===== config.mk =====
export PLATFORM = sky130hd
export DESIGN_NAME = pipe_stage_reg
export DESIGN_NICKNAME = d
export VERILOG_FILES = /design/src/rtl/pipe_stage_reg_pkg.sv /design/src/rtl/sat_counter.sv /design/src/rtl/pipe_stage_reg.sv
export SDC_FILE = /design/constraint.sdc
export NUM_CORES = 1
export LEC_CHECK = 0
export ABC_CLOCK_PERIOD_IN_PS = 6600
export CAP_MARGIN = 20
export CORE_MARGIN = 3
export CORE_UTILIZATION = 49
export CTS_BUF_LIST = sky130_fd_sc_hd__clkbuf_16
export DETAILED_ROUTE_END_ITERATION = 8
export PLACE_DENSITY_LB_ADDON = 0.05
export RECOVER_POWER = 25
export REMOVE_ABC_BUFFERS = 1
export SLEW_MARGIN = 20
export SYNTH_ARGS = -nofsm -noshare
export SYNTH_HDL_FRONTEND = slang
export SYNTH_SLANG_ARGS = --single-unit

===== constraint.sdc =====
create_clock -name clk -period 6.6 [get_ports clk]
set_input_delay 1.98 -clock clk [delete_from_list [all_inputs] [get_ports clk]]
set_output_delay 1.98 -clock clk [all_outputs]
set_load 0.02 [all_outputs]

===== src/rtl/pipe_stage_reg_pkg.sv =====
// Package for the generic inter-stage pipeline register.
// Contents:
//   - exception code constants (0 means "no exception")
//   - default reset and handler pc values
//   - the per-cycle event encoding, plus the priority function that
//     turns the raw control inputs into a single event
package pipe_stage_reg_pkg;

  // Exception codes
  localparam logic [4:0] EXC_NONE = 5'd0;
  localparam logic [4:0] EXC_ADEL = 5'd4;
  localparam logic [4:0] EXC_ADES = 5'd5;
  localparam logic [4:0] EXC_RI   = 5'd10;
  localparam logic [4:0] EXC_OV   = 5'd12;

  // Default pc values
  localparam logic [31:0] RESET_PC_DEF   = 32'h0000_3000;
  localparam logic [31:0] HANDLER_PC_DEF = 32'h0000_4180;

  // What the stage register does on a given edge
  typedef enum logic [2:0] {
    EV_RESET = 3'd0,
    EV_REQ   = 3'd1,
    EV_CLR   = 3'd2,
    EV_LOAD  = 3'd3,
    EV_HOLD  = 3'd4
  } stage_ev_e;

  // Priority: reset > req > clr > en > hold
  function automatic stage_ev_e sel_event(input logic reset, input logic req,
                                          input logic clr, input logic en);
    if (reset)     return EV_RESET;
    else if (req)  return EV_REQ;
    else if (clr)  return EV_CLR;
    else if (en)   return EV_LOAD;
    else           return EV_HOLD;
  endfunction

endpackage


===== src/rtl/sat_counter.sv =====
// Saturating up-counter.
// Ports:
//   clk  - rising-edge clock
//   clr  - synchronous clear (highest priority)
//   inc  - count one when high
//   cnt  - current count; sticks at all-ones and never wraps
module sat_counter #(
  parameter int CNT_W = 16
) (
  input  logic             clk,
  input  logic             clr,
  input  logic             inc,
  output logic [CNT_W-1:0] cnt
);

  always_ff @(posedge clk) begin
    if (clr) begin
      cnt <= '0;
    end else if (inc && (cnt != '1)) begin
      cnt <= cnt + CNT_W'(1);
    end
  end

endmodule


===== src/rtl/pipe_stage_reg.sv =====
// Generic inter-stage pipeline register for the 5-stage core.
// Carries instr, pc, link address (pc8), exception code, delay-slot flag
// and a valid bit, with bubble insertion, exception merging and
// saturating stall/flush counters.
// Ports:
//   clk, reset            - clock, synchronous active-high reset
//   req                   - exception/interrupt taken: flush to handler pc
//   clr                   - insert a bubble this cycle (ignores en)
//   en                    - load enable; 0 holds every field (stall)
//   in_instr/in_pc/in_exc/loc_exc/in_bd/in_valid - upstream slot
//   out_instr/out_pc/out_pc8/out_exc/out_bd/out_valid - registered slot
//   stall_cnt             - cycles spent holding (saturating)
//   flush_cnt             - cycles with req or clr (saturating)
//
// Handshake: en is the downstream ready for this stage. When en=1 and no
// higher-priority event is present the upstream slot is captured on the
// edge; when en=0 every field holds. in_valid qualifies the upstream slot
// only; it never gates the load itself.
module pipe_stage_reg
  import pipe_stage_reg_pkg::*;
#(
  parameter int                 DATA_W     = 32,
  parameter int                 EXC_W      = 5,
  parameter logic [DATA_W-1:0]  RESET_PC   = DATA_W'(RESET_PC_DEF),
  parameter logic [DATA_W-1:0]  HANDLER_PC = DATA_W'(HANDLER_PC_DEF),
  parameter int                 LINK_OFF   = 8,
  parameter int                 CNT_W      = 16
) (
  input  logic              clk,
  input  logic              reset,
  input  logic              req,
  input  logic              clr,
  input  logic              en,
  input  logic [DATA_W-1:0] in_instr,
  input  logic [DATA_W-1:0] in_pc,
  input  logic [EXC_W-1:0]  in_exc,
  input  logic [EXC_W-1:0]  loc_exc,
  input  logic              in_bd,
  input  logic              in_valid,
  output logic [DATA_W-1:0] out_instr,
  output logic [DATA_W-1:0] out_pc,
  output logic [DATA_W-1:0] out_pc8,
  output logic [EXC_W-1:0]  out_exc,
  output logic              out_bd,
  output logic              out_valid,
  output logic [CNT_W-1:0]  stall_cnt,
  output logic [CNT_W-1:0]  flush_cnt
);

  stage_ev_e         ev;
  logic [EXC_W-1:0]  exc_merged;
  logic [DATA_W-1:0] link_pc;
  logic              stall_inc;
  logic              flush_inc;

  always_comb begin
    ev         = sel_event(reset, req, clr, en);
    // Earlier stage's exception wins; invalid slots never raise one.
    exc_merged = '0;
    if (in_valid) begin
      exc_merged = (in_exc != '0) ? in_exc : loc_exc;
    end
    // Wraps modulo 2^DATA_W by construction of the sized sum.
    link_pc    = in_pc + DATA_W'(LINK_OFF);
    stall_inc  = (ev == EV_HOLD);
    flush_inc  = (ev == EV_REQ) || (ev == EV_CLR);
  end

  always_ff @(posedge clk) begin
    case (ev)
      EV_RESET: begin
        out_instr <= '0;
        out_pc    <= RESET_PC;
        out_pc8   <= '0;
        out_exc   <= '0;
        out_bd    <= 1'b0;
        out_valid <= 1'b0;
      end
      EV_REQ: begin
        out_instr <= '0;
        out_pc    <= HANDLER_PC;
        out_pc8   <= '0;
        out_exc   <= '0;
        out_bd    <= 1'b0;
        out_valid <= 1'b0;
      end
      EV_CLR: begin
        // Bubble keeps pc/bd so a later exception can still report an EPC.
        out_instr <= '0;
        out_pc    <= in_pc;
        out_pc8   <= link_pc;
        out_exc   <= '0;
        out_bd    <= in_bd;
        out_valid <= 1'b0;
      end
      EV_LOAD: begin
        out_instr <= in_instr;
        out_pc    <= in_pc;
        out_pc8   <= link_pc;
        out_exc   <= exc_merged;
        out_bd    <= in_bd;
        out_valid <= in_valid;
      end
      default: ; // EV_HOLD: every field keeps its value
    endcase
  end

  sat_counter #(.CNT_W(CNT_W)) u_stall_cnt (
    .clk (clk),
    .clr (reset),
    .inc (stall_inc),
    .cnt (stall_cnt)
  );

  sat_counter #(.CNT_W(CNT_W)) u_flush_cnt (
    .clk (clk),
    .clr (reset),
    .inc (flush_inc),
    .cnt (flush_cnt)
  );

endmodule


==> results of run 1 <==
power groups by stage:
stage               logic, mW  clock network [mW]  registers, mW
floorplan              0.0399                   0           1.03
CTS                     0.240               0.790          0.962
global route            0.251               0.828          0.966
finish                  0.237               0.780          0.962
global placement        0.235                   0          0.978
detailed placement      0.239                   0          0.979
cell families after synthesis:
kind of cell | synth area share [%]
and+or+nand+nor | 22.0
DFF | 62.1
AOI/OAI and AO/OA | 9.50
buffers and inverters | 2.58
xor gates and xnor gates | 2.04
muxes | 1.08
adders and majority gates | 0.625
state kept, by name, summed over array words and instances (netlist names):
signal,count
out_bd,1
out_exc,5
out_instr,32
out_pc,32
out_pc8,32
out_valid,1
u_flush_cnt.cnt,16
u_stall_cnt.cnt,16
metal layers:
metal,share of wire [%],wire (um),vias up
met5,0,0,-
met3,7.2,1180,24
met2,50,8250,223
met1,40,6650,2382
met4,2.2,355,0
li1,-,-,2379
through the flow:
| stage | util, % | cell area [um2] | hold slack [ps] |
|---|---|---|---|
| after global placement | 70.7 | 8280 | 480 |
| after global routing | 74.6 | 8730 | 518 |
| after detailed placement | 70.7 | 8280 | 495 |
| final | 74.6 | 8730 | 506 |
| after CTS | 74.7 | 8750 | 502 |
| after floorplan | - | 5890 | 553 |
synth_stat cells (7+ instances only):
cell type / count
o31ai_1: 10
a21oi_1: 31
nand4_1: 12
and4_1: 7
dfxtp_1: 32
nand2_1: 24
nor2_1: 37
o311ai_0: 9
nand3_1: 24
o21ai_0: 14
or3_1: 16
nor4_1: 10
edfxtp_1: 103
inv_1: 10
clkbuf_1: 23
or4_1: 16
and2_1: 62
o41ai_1: 9
xnor2_1: 8
nor3_1: 9
layout make-up:
| type | count | area share (%) |
|---|---|---|
| sequential | 135 | 42.8 |
| timing repair buffer | 221 | 25.0 |
| multi-input combinational | 344 | 24.3 |
| clock buffer | 17 | 4.87 |
| tap | 143 | 2.05 |
| clock inverter | 11 | 0.559 |
| inverter | 10 | 0.430 |
worst min path at each step:
| stage | startpoint | end | slack (ps) | cells after the start |
|---|---|---|---|---|
| 2_1_floorplan | u_stall_cnt.cnt[14] | u_stall_cnt.cnt[14] | 550 | 2 |
| 3_3_place_gp | u_stall_cnt.cnt[14] | u_stall_cnt.cnt[14] | 480 | 2 |
| 3_5_place_dp | u_stall_cnt.cnt[14] | u_stall_cnt.cnt[14] | 500 | 2 |
| 4_1_cts | u_stall_cnt.cnt[14] | u_stall_cnt.cnt[14] | 500 | 2 |
| 5_1_grt | u_flush_cnt.cnt[1] | u_flush_cnt.cnt[1] | 520 | 2 |
| 6_report | u_flush_cnt.cnt[6] | u_flush_cnt.cnt[6] | 510 | 1 |
==> flow_summary_export.csv, run 1 <==
group,metric,value,unit
run_status,status,"finished with violations",
run_status,violations,"max-capacitance violations, max-slew violations",
setup_path,critPathKind,"in -> reg",
setup_path,crit_fanout,32,
detailed_routing,detail-route-antenna-nets,0,
power,power_frac_seq,48.6,%
placement,dp_hpwl,11.7,mm
layout,insertedDiodeCount,0,
placement,gp_congestion,0.886,
setup_path,end_kind,"flop",
power,powerDensity,227,mW/mm2
setup_path,worstSetupStartpointType,"primary input",
power,total_leakage_power,3.15,nW
sta,fin_ws,1560,ps
synth,post-synth-top-area-fraction,51.5,%
sta,fin_crit_sh,76.4,%
sta,clock_skew,4.93,ps
setup_path,crit_path_end,"out_pc[26]",
setup_path,max_stage_delay,1330,ps
synth,synth_edf_count,103,
placement,dpl_worst_slack,1900,ps
setup_path,r2r_setup_slack,4370,ps
power,p_comb_share,12.0,%
power,p_switching,0.453,mW
placement,port_buffers,215,
sta,drv_slew,48,
layout,area.growth.synth_to_final,45.3,%
global_routing,use_met1,30.7,%
synth,synthArstFlopShare,0,%
power,ir_drop,0.168,mV
floorplan,core,0.0117,mm2
clocking,cts_buffers,17,
clocking,cts_resized,0,
clocking,cts_tree,"built",
layout,final_cell_mix,"clkdlybuf4s50_1, edfxtp_1, nor2_1",
clocking,post_cts_buffers,0,
sta,setup_violations,0,
layout,stdcell_count,881,
global_routing,grt_pass1_vias,4801,
synth,yosysWarnings,0,
synth,synth.area.top_cells,"edfxtp_1, dfxtp_1, and2_1, a21oi_1, nor2_1",
clocking,clock_latency,410,ps
clocking,clk_pin_slew_worst_paths,50,ps
detailed_routing,vias,5008,
detailed_routing,viasPerCell,5.68,
min_path,worstHoldPathType,"reg -> reg",
synth,avgSynthCellArea,11.6,um2
power,switching_share,22.9,%
sta,tightestPinTransition,2000,ps
sta,fin_crit,5040,ps
synth,synth_area,0.00601,mm2
setup_path,r2r_end,"u_flush_cnt.cnt[8]",
synth,synth_top_area_cell,"edfxtp_1",
setup_path,path_common_cell,"clkbuf_1",
synth,synthCells,516,
floorplan,dieArea,0.0136,mm2
clocking,cts.hold.buffers_added,0,
synth,yosysUniqueCellTypes,43,
detailed_routing,drtIter0Drc,368,
detailed_routing,route.detailed.drc,0,
global_routing,met2_usage,40.1,%
power,finalPower,1.98,mW
floorplan,die_w,117,um
global_routing,grt_start_max_net_pins,55,
sta,fin_tns_setup,0,ps
synth,ys_ff_latch,135,
sta,hold_violations,0,
layout,multiInputGateArea,0.00213,mm2
power,clock_power_share,39.4,%
detailed_routing,wl_per_cell,18.7,um
setup_path,timing.rr.start,"u_flush_cnt.cnt[4]",
global_routing,antenna_found_initial,0,
layout,finalNetCount,813,
floorplan,die_y,117,um
power,intPower,1.53,mW
clocking,ctsLongestPathBuffers,2,
global_routing,grt_overflow,0,
setup_path,worstPathArrival,5040,ps
setup_path,slowest_stage,"clkbuf_1",
layout,drive_gt1_share,4.88,%
layout,final_common_cell,"clkdlybuf4s50_1",
sta,relSlewSlack,-34.5,%
synth,ys_seq_area_share,62.1,%
setup_path,startpoint,"reset",
global_routing,grt_use_total,24.1,%
setup_path,reg2reg_depth,4,
layout,fillerInstances,822,
clocking,cts-root-buf,"clkbuf_16",
floorplan,num_rows,39,
layout,regArea,0.00373,mm2
global_routing,grt_pass1_wl,25.1,mm
global_routing,top_usage_layer,"met2",
floorplan,start_util,51.3,%
detailed_routing,drt-total-wl,16.4,mm
placement,dp_cells,853,
setup_path,cp.depth,4,
setup_path,critPathBufInv,3,
setup_path,path_delay_family,"buffers and inverters",
clocking,clock-sinks,135,
synth,synth_ff_type,"edfxtp_1",
setup_path,worstPathRequired,6600,ps
floorplan,io-pin-count,216,
sta,fmax,198,MHz
run,drv_cap,2,
sta,rsz0062_at_grt,"false",
global_routing,grtUsageMet3,5.34,%
detailed_routing,dr.pass1.iters,5,
setup_path,crit_chain,"dlygate4sd3_1 -> clkbuf_1 -> or4_1 -> clkbuf_1",
clocking,h-tree-depth,4,
Power figures use the tool's default switching activity.
==> inputs of run 2 (changes only) <==
Settings changed: ABC_CLOCK_PERIOD_IN_PS 6600 to 5100, CORE_UTILIZATION 49 to 45.
Clock period 6.6 ns to 5.1 ns, I/O delays scaled along.
==> flow_summary_export.csv, run 2 (same netlist as run 1, synthesis figures left out) <==
group,metric,value,unit
clocking,post_cts_buffers,0,
sta,fin_tns_setup,0,ps
sta,fin_crit,4070,ps
power,powerDensity,289,mW/mm2
setup_path,crit_fanout,33,
detailed_routing,dr.pass1.iters,4,
min_path,hold-path-cell-count,2,
layout,insertedDiodeCount,0,
setup_path,critPathKind,"in -> reg",
global_routing,grt_use_total,20.4,%
floorplan,dieArea,0.0148,mm2
min_path,worstHoldPathType,"reg -> reg",
detailed_routing,wl_per_cell,16.6,um
power,ir_drop,0.212,mV
floorplan,io-pin-count,216,
placement,dp_hpwl,11.0,mm
setup_path,worstPathRequired,5350,ps
sta,relSlewSlack,13.5,%
detailed_routing,drt-total-wl,15.2,mm
global_routing,grt_pass1_vias,4518,
layout,regArea,0.00373,mm2
floorplan,num_rows,41,
run_status,status,"finished clean",
global_routing,grt_pass1_wl,23.4,mm
detailed_routing,vias,4878,
layout,finalInstanceArea,0.00880,mm2
sta,fin_ws,1030,ps
floorplan,die_w,122,um
sta,hold_violations,0,
setup_path,reg2reg_depth,5,
run,drv_cap,0,
layout,top_regs,"out_instr: 32 flops, out_pc8: 32 flops, out_pc: 32 flops",
layout,fillerInstances,1014,
layout,final_cell_mix,"clkdlybuf4s50_1, edfxtp_1, dlygate4sd3_1",
power,p_comb_share,11.7,%
detailed_routing,viasPerCell,5.34,
power,intPower,1.97,mW
clocking,cts_buffers,17,
sta,fin_crit_sh,79.8,%
floorplan,start_util,46.8,%
clocking,cts_tree,"built",
floorplan,die_y,122,um
floorplan,core,0.0128,mm2
clocking,clock-sinks,135,
detailed_routing,route.detailed.drc,0,
placement,dpl_worst_slack,891,ps
power,clock_power_share,39.4,%
detailed_routing,detail-route-antenna-nets,0,
layout,final_common_cell,"clkdlybuf4s50_1",
clocking,clk_pin_slew_worst_paths,50,ps
placement,port_buffers,215,
placement,place_area,0.00831,mm2
global_routing,grt_start_max_net_pins,55,
detailed_routing,drtIter0Drc,322,
setup_path,worstSetupStartpointType,"primary input",
layout,finalNetCount,813,
layout,area.growth.synth_to_final,46.5,%
global_routing,antenna_found_initial,0,
global_routing,grt_overflow,0,
sta,clock_skew,7.66,ps
setup_path,timing.rr.start,"u_stall_cnt.cnt[0]",
clocking,clock_latency,400,ps
layout,drive_gt1_share,5.12,%
sta,fmax,246,MHz
power,power_frac_seq,48.9,%
min_path,hold_start,"u_stall_cnt.cnt[14]",
sta,tightestPinTransition,1300,ps
setup_path,end_kind,"flop",
clocking,cts-root-buf,"clkbuf_16",
clocking,cts_resized,0,
layout,multiInputGateArea,0.00214,mm2
sta,setup_violations,0,
setup_path,worstPathArrival,4330,ps
power,p_switching,0.572,mW
setup_path,startpoint,"reset",
clocking,h-tree-depth,4,
clocking,cts.hold.buffers_added,0,
power,switching_share,22.5,%
clocking,ctsLongestPathBuffers,2,
sta,rsz0062_at_grt,"false",
power,total_leakage_power,3.34,nW
placement,gp_congestion,0.909,
sta,drv_slew,0,
## run 2: cell types whose count changed in the layout (fill, tap and decap cells not counted), moves of 3 or more
cell | previous run | this run
clkdlybuf4s50_1 | 212 | 157
dlygate4sd3_1 | 3 | 58
and2_0 | 30 | 17
and2_1 | 32 | 45
inv_1 | 13 | 18
clkinv_2 | 6 | 3
## run 2: worst max-delay path, cell delays in order
cell,delay [ps]
clkdlybuf4s50_1,440
clkbuf_1,530
nor4b_2,420
clkbuf_1,870
nand2_1,330
nor2_1,180
## run 2: area by class of cell
class                   instances  area share [%]
flip-flops and latches        135            42.4
inverters                      10           0.426
clock inverters                15           0.725
well taps                     172            2.45
repair buffers                221            24.9
clock buffers                  17            4.83
multi-input cells             344            24.3
## run 2: worst paths after layout
path / to / slack (ps)
max: out_exc[3] / 1030
min: u_stall_cnt.cnt[14] / 510
max reg2reg: u_stall_cnt.cnt[6] / 2990
min reg2reg: u_stall_cnt.cnt[14] / 510
## run 2: through the flow
| stage | hold WS, ps | util, % | total power, mW | std cells |
|---|---|---|---|---|
| 4_1_cts | 505 | 68.6 | 2.58 | 914 |
| 6_report | 506 | 68.6 | 2.54 | 914 |
| 3_5_place_dp | 494 | 64.8 | 1.57 | 882 |
| 5_1_grt | 547 | 68.6 | 2.64 | 914 |
| 2_1_floorplan | 553 | - | 1.38 | 489 |
| 3_3_place_gp | 489 | 64.8 | 1.57 | 882 |
## run 2: power by group through the flow
stage | combinational [mW] | clock [mW] | sequential (mW)
after CTS | 0.309 | 1.02 | 1.25
final | 0.297 | 1.00 | 1.24
after global routing | 0.317 | 1.07 | 1.25
after detailed placement | 0.307 | 0 | 1.27
after floorplan | 0.0516 | 0 | 1.33
after global placement | 0.304 | 0 | 1.27
## run 2: routing by layer
metal | global-route usage (%) | up-vias | wire length, um
met3 | 5.90 | 23 | 1150
li1 | - | 2388 | -
met2 | 33.2 | 183 | 7530
met4 | 8.54 | 0 | 311
met5 | 0 | - | 0
met1 | 25.6 | 2284 | 6220
